<file path="src/rtl/dec_pkg.sv">
// Shared definitions for the pulsed 2-to-4 decoder: FSM state encoding and
// the width of the hold/gap counter.
package dec_pkg;

    typedef enum logic [1:0] {
        ST_IDLE  = 2'd0,
        ST_DRIVE = 2'd1,
        ST_GAP   = 2'd2
    } state_t;

    localparam int CNT_W = 8;

endpackage : dec_pkg

</file>
<file path="src/rtl/dec2_4_core.sv">
// Pure combinational 2-to-4 one-hot decode; the parent registers the result.
module dec2_4_core (
    input  logic [1:0] a,
    output logic [3:0] y
);

    generate
        for (genvar gi = 0; gi < 4; gi++) begin : g_line
            assign y[gi] = (a == 2'(gi));
        end
    endgenerate

endmodule : dec2_4_core

</file>
<file path="src/rtl/dec2_4_pulse.sv">
// Accepts a 2-bit code, drives the decoded one-hot line for HOLD_CYCLES
// cycles, then idles for GAP_CYCLES cycles before accepting the next code.
module dec2_4_pulse
    import dec_pkg::*;
#(
    parameter int HOLD_CYCLES = 4,
    parameter int GAP_CYCLES  = 1
) (
    input  logic       clk,
    input  logic       rst,
    input  logic       in_valid,
    output logic       in_ready,
    input  logic [1:0] a,
    output logic [3:0] y,
    output logic       busy,
    output logic       done
);

    localparam int             GAP_M1    = (GAP_CYCLES > 0) ? GAP_CYCLES - 1 : 0;
    localparam logic [CNT_W-1:0] HOLD_LOAD = CNT_W'(HOLD_CYCLES - 1);
    localparam logic [CNT_W-1:0] GAP_LOAD  = CNT_W'(GAP_M1);

    state_t           r_state;
    logic [CNT_W-1:0] r_cnt;
    logic [1:0]       r_code;
    logic [3:0]       r_y;
    logic             r_done;

    logic             w_accept;
    logic [1:0]       w_code_sel;
    logic [3:0]       w_dec;

    assign w_accept   = in_valid && (r_state == ST_IDLE);
    // Decode the incoming code on the accepting edge so y is valid one cycle later.
    assign w_code_sel = w_accept ? a : r_code;

    dec2_4_core u_core (
        .a (w_code_sel),
        .y (w_dec)
    );

    always_ff @(posedge clk) begin
        if (rst) begin
            r_state <= ST_IDLE;
            r_cnt   <= '0;
            r_code  <= 2'b00;
            r_y     <= 4'b0000;
            r_done  <= 1'b0;
        end else begin
            case (r_state)
                ST_IDLE: begin
                    if (w_accept) begin
                        r_state <= ST_DRIVE;
                        r_cnt   <= HOLD_LOAD;
                        r_code  <= a;
                        r_y     <= w_dec;
                        r_done  <= (HOLD_LOAD == '0);
                    end else begin
                        r_y    <= 4'b0000;
                        r_done <= 1'b0;
                    end
                end
                ST_DRIVE: begin
                    if (r_cnt != '0) begin
                        r_cnt  <= r_cnt - 1'b1;
                        r_y    <= w_dec;
                        r_done <= (r_cnt == CNT_W'(1));
                    end else begin
                        r_y    <= 4'b0000;
                        r_done <= 1'b0;
                        if (GAP_CYCLES > 0) begin
                            r_state <= ST_GAP;
                            r_cnt   <= GAP_LOAD;
                        end else begin
                            r_state <= ST_IDLE;
                            r_cnt   <= '0;
                        end
                    end
                end
                ST_GAP: begin
                    r_y    <= 4'b0000;
                    r_done <= 1'b0;
                    if (r_cnt != '0) begin
                        r_cnt <= r_cnt - 1'b1;
                    end else begin
                        r_state <= ST_IDLE;
                    end
                end
                default: begin
                    r_state <= ST_IDLE;
                    r_cnt   <= '0;
                    r_y     <= 4'b0000;
                    r_done  <= 1'b0;
                end
            endcase
        end
    end

    assign in_ready = (r_state == ST_IDLE);
    assign busy     = (r_state != ST_IDLE);
    assign y        = r_y;
    assign done     = r_done;

endmodule : dec2_4_pulse

</file>
<file path="config.mk">
export PLATFORM = sky130hd
export DESIGN_NAME = dec2_4_pulse
export DESIGN_NICKNAME = d
export VERILOG_FILES = /design/src/rtl/dec_pkg.sv /design/src/rtl/dec2_4_core.sv /design/src/rtl/dec2_4_pulse.sv
export SDC_FILE = /design/constraint.sdc
export NUM_CORES = 1
export LEC_CHECK = 0
export CAP_MARGIN = 15
export CORE_MARGIN = 10
export CORE_UTILIZATION = 53
export DETAILED_ROUTE_END_ITERATION = 6
export DONT_BUFFER_PORTS = 1
export GPL_TIMING_DRIVEN = 0
export PLACE_DENSITY = 0.71
export SYNTH_ARGS = -nofsm -noshare
export SYNTH_HDL_FRONTEND = slang
export SYNTH_SLANG_ARGS = --single-unit
</file>
<file path="constraint.sdc">
create_clock -name clk -period 1.8 [get_ports clk]
set_input_delay 0.36 -clock clk [delete_from_list [all_inputs] [get_ports clk]]
set_output_delay 0.36 -clock clk [all_outputs]
set_load 0.05 [all_outputs]
</file>
==> results.sh <==
export IMPL_place_gp_congestion=0.851
export IMPL_async_flop_share=0
export IMPL_finalCritPeriodShare=0.972
export IMPL_final_common_cell="nor2_1"
export IMPL_die_x_um=60.2
export IMPL_synth_distinct_cells=33
export IMPL_yosysWarnings=0
export IMPL_n_antenna_cell=0
export IMPL_worstPathArrival_ps=1990
export IMPL_htree_levels=1
export IMPL_grt_max_degree=11
export IMPL_synth_seq_area_share=0.398
export IMPL_dp_cells=112
export IMPL_io_pins=12
export IMPL_wl_mm=1.84
export IMPL_ys_seq_elements=17
export IMPL_synth_top_cell_by_area="dfxtp_1"
export IMPL_slew_viol_final=0
export IMPL_grt_pass1_vias=651
export IMPL_dr_pass1_iters=3
export IMPL_cts_root_buf="clkbuf_4"
export IMPL_grt_pass1_wl_mm=3.04
export IMPL_post_dp_hpwl_mm=1.24
export IMPL_status="complete, no violations"
export IMPL_ir_drop_v=0.00121
export IMPL_nets=113
export IMPL_cts_buffers=3
export IMPL_final_cells=120
export IMPL_drt_iter0_drc=7
export IMPL_avgSynthCellArea_um2=8.91
export IMPL_drv_cap=0
export IMPL_layout_drive_gt1_share=0.231
export IMPL_fin_ws_ps=50.0
export IMPL_mostFrequentLayoutCells="nor2_1 (16), dfxtp_1 (13), a21oi_1 (7)"
export IMPL_grt_usage=0.105
export IMPL_areaGrowthSynthToFinish_pct=16.5
export IMPL_start_kind="register"
export IMPL_dr_total_vias=718
export IMPL_max_slew_margin_rel=0.648
export IMPL_cts_max_path_buffers=2
export IMPL_leakagePower_nw=0.397
export IMPL_tightestPinTransition_ps=525
export IMPL_die_h_um=60.2
export IMPL_port_buffers=0
export IMPL_synth_area_um2=856
export IMPL_route_detailed_drc=0
export IMPL_criticalPathCategory="register to register"
export IMPL_crit_path_max_fanout=5
export IMPL_core_region_area_mm2=0.00152
export IMPL_cts_tree="done"
export IMPL_antenna_found_initial=0
export IMPL_fin_crit_ps=1750
export IMPL_synth_top_area_share=0.398
export IMPL_cts_sinks=17
export IMPL_syn_num_nets=104
export IMPL_ys_flop_type="dfxtp_1"
export IMPL_clkTransAtPathRegs_ps=100
export IMPL_synth_area_leaders="dfxtp_1 (40%), nor2_1 (7.5%), a21oi_1 (4.7%)"
export IMPL_setup_viol=0
export IMPL_wl_per_cell_um=15.3
export IMPL_viasPerCell=5.98
export IMPL_hold_class="input pin to register"
export IMPL_start_util=0.562
export IMPL_num_rows=14
export IMPL_required_ps=2040
export IMPL_die_area_mm2=0.00362
export IMPL_fmax_mhz=571
export IMPL_synth_edf_count=0
export IMPL_power_density_mw_per_mm2=1810
export IMPL_hold_worst_slack_ps=107
export IMPL_critPathCaptureType="register"
export IMPL_synthCells=96
export IMPL_hold_viol_final=0
export IMPL_place_ws_ps=-354
export IMPL_postLayoutCoreUtil=0.654
export IMPL_grt_overflow=0
export IMPL_skew_ps=2.21
export IMPL_insertion_delay_ps=300
export IMPL_ant_nets=0
-- flip-flops by register name (all words and copies together) (netlist names) --
| name | flops |
|---|---|
| r_cnt | 8 |
| y | 4 |
| r_code | 2 |
| r_state | 2 |
| done | 1 |
-- per-stage QoR --
step	total power, mW	instance area [um2]	TNS [ps]
finish	1.81	997	0
global route	1.95	997	-33.2
CTS	1.70	966	-29.0
detailed placement	1.41	878	-2790
global placement	1.39	878	-2600
floorplan	1.26	858	0
-- path summary, 6_finish.rpt --
path         depth (start not counted)                      end  slack [ps]                     from
max reg2reg                          5    r_cnt[5]$_SDFFE_PP0P_          50  r_state[0]$_SDFFE_PP0P_
min                                  1  r_state[1]$_SDFFE_PP0P_         110                      rst
min reg2reg                          2   r_code[1]$_SDFFE_PP0N_         540   r_code[1]$_SDFFE_PP0N_
max                                  5    r_cnt[5]$_SDFFE_PP0P_          50  r_state[0]$_SDFFE_PP0P_
-- Yosys cell counts (2+ instances only) --
| cell | count |
|---|---|
| dfxtp_1 | 17 |
| o31ai_1 | 3 |
| ha_1 | 3 |
| o21bai_1 | 3 |
| o21ai_0 | 2 |
| nand2_1 | 3 |
| mux2i_1 | 3 |
| nand2b_1 | 2 |
| a21oi_1 | 8 |
| or2_1 | 2 |
| and3_1 | 2 |
| or4_1 | 5 |
| inv_1 | 3 |
| or3_1 | 2 |
| nor2_1 | 17 |
| nor3b_1 | 4 |
-- routing by layer --
| layer | track usage | part of all wire |
|---|---|---|
| met3 | 0.0424 | 0.071 |
| met5 | 0 | 0 |
| met4 | 0.0192 | 0.0065 |
| met1 | 0.148 | 0.46 |
| met2 | 0.146 | 0.46 |
-- cell type report --
cell class                 count  area (um2)
multi-input combinational     74         537
inverter                       3        15.0
timing repair buffer           6        45.0
fill                         139         527
clock buffer                   3        22.5
tap                           16        20.0
clock inverter                 1        5.00
sequential                    17         353
-- kinds of logic (layout without fill, tap and decap cells) --
kind of cell / count (synthesis) / after routing / synth area share
xor+xnor: 1 / 1 / 0.0102
mux: 4 / 4 / 0.0482
fa+ha+maj: 3 / 3 / 0.0439
compound gates: 22 / 22 / 0.170
flops: 17 / 17 / 0.398
buf+inv: 5 / 13 / 0.0263
simple gates: 44 / 44 / 0.304
-- worst max-delay path, stage by stage (launching register included) --
cell,delay (ps)
dfxtp_4,390
buf_4,130
nor3_1,100
or4_1,450
or4b_1,480
a21oi_1,140
-- power by group --
group	internal (mW)	leakage [nW]	switching, mW	total, mW
registers	0.487	0.141	0.173	0.660
logic	0.420	0.238	0.520	0.940
clock network	0.0829	0.0177	0.124	0.207
total	0.990	0.397	0.817	1.81
-- what timing repair did --
action | CTS | global route
setup endpoints to repair | 14 | 9
buffers inserted | 2 | 4
hold buffers | 0 | 0
pin swaps | 1 | 3
resized for setup | 15 | 6
endpoints found under the hold margin | 0 | 0
No activity file was read; power rests on OpenSTA's default activity.
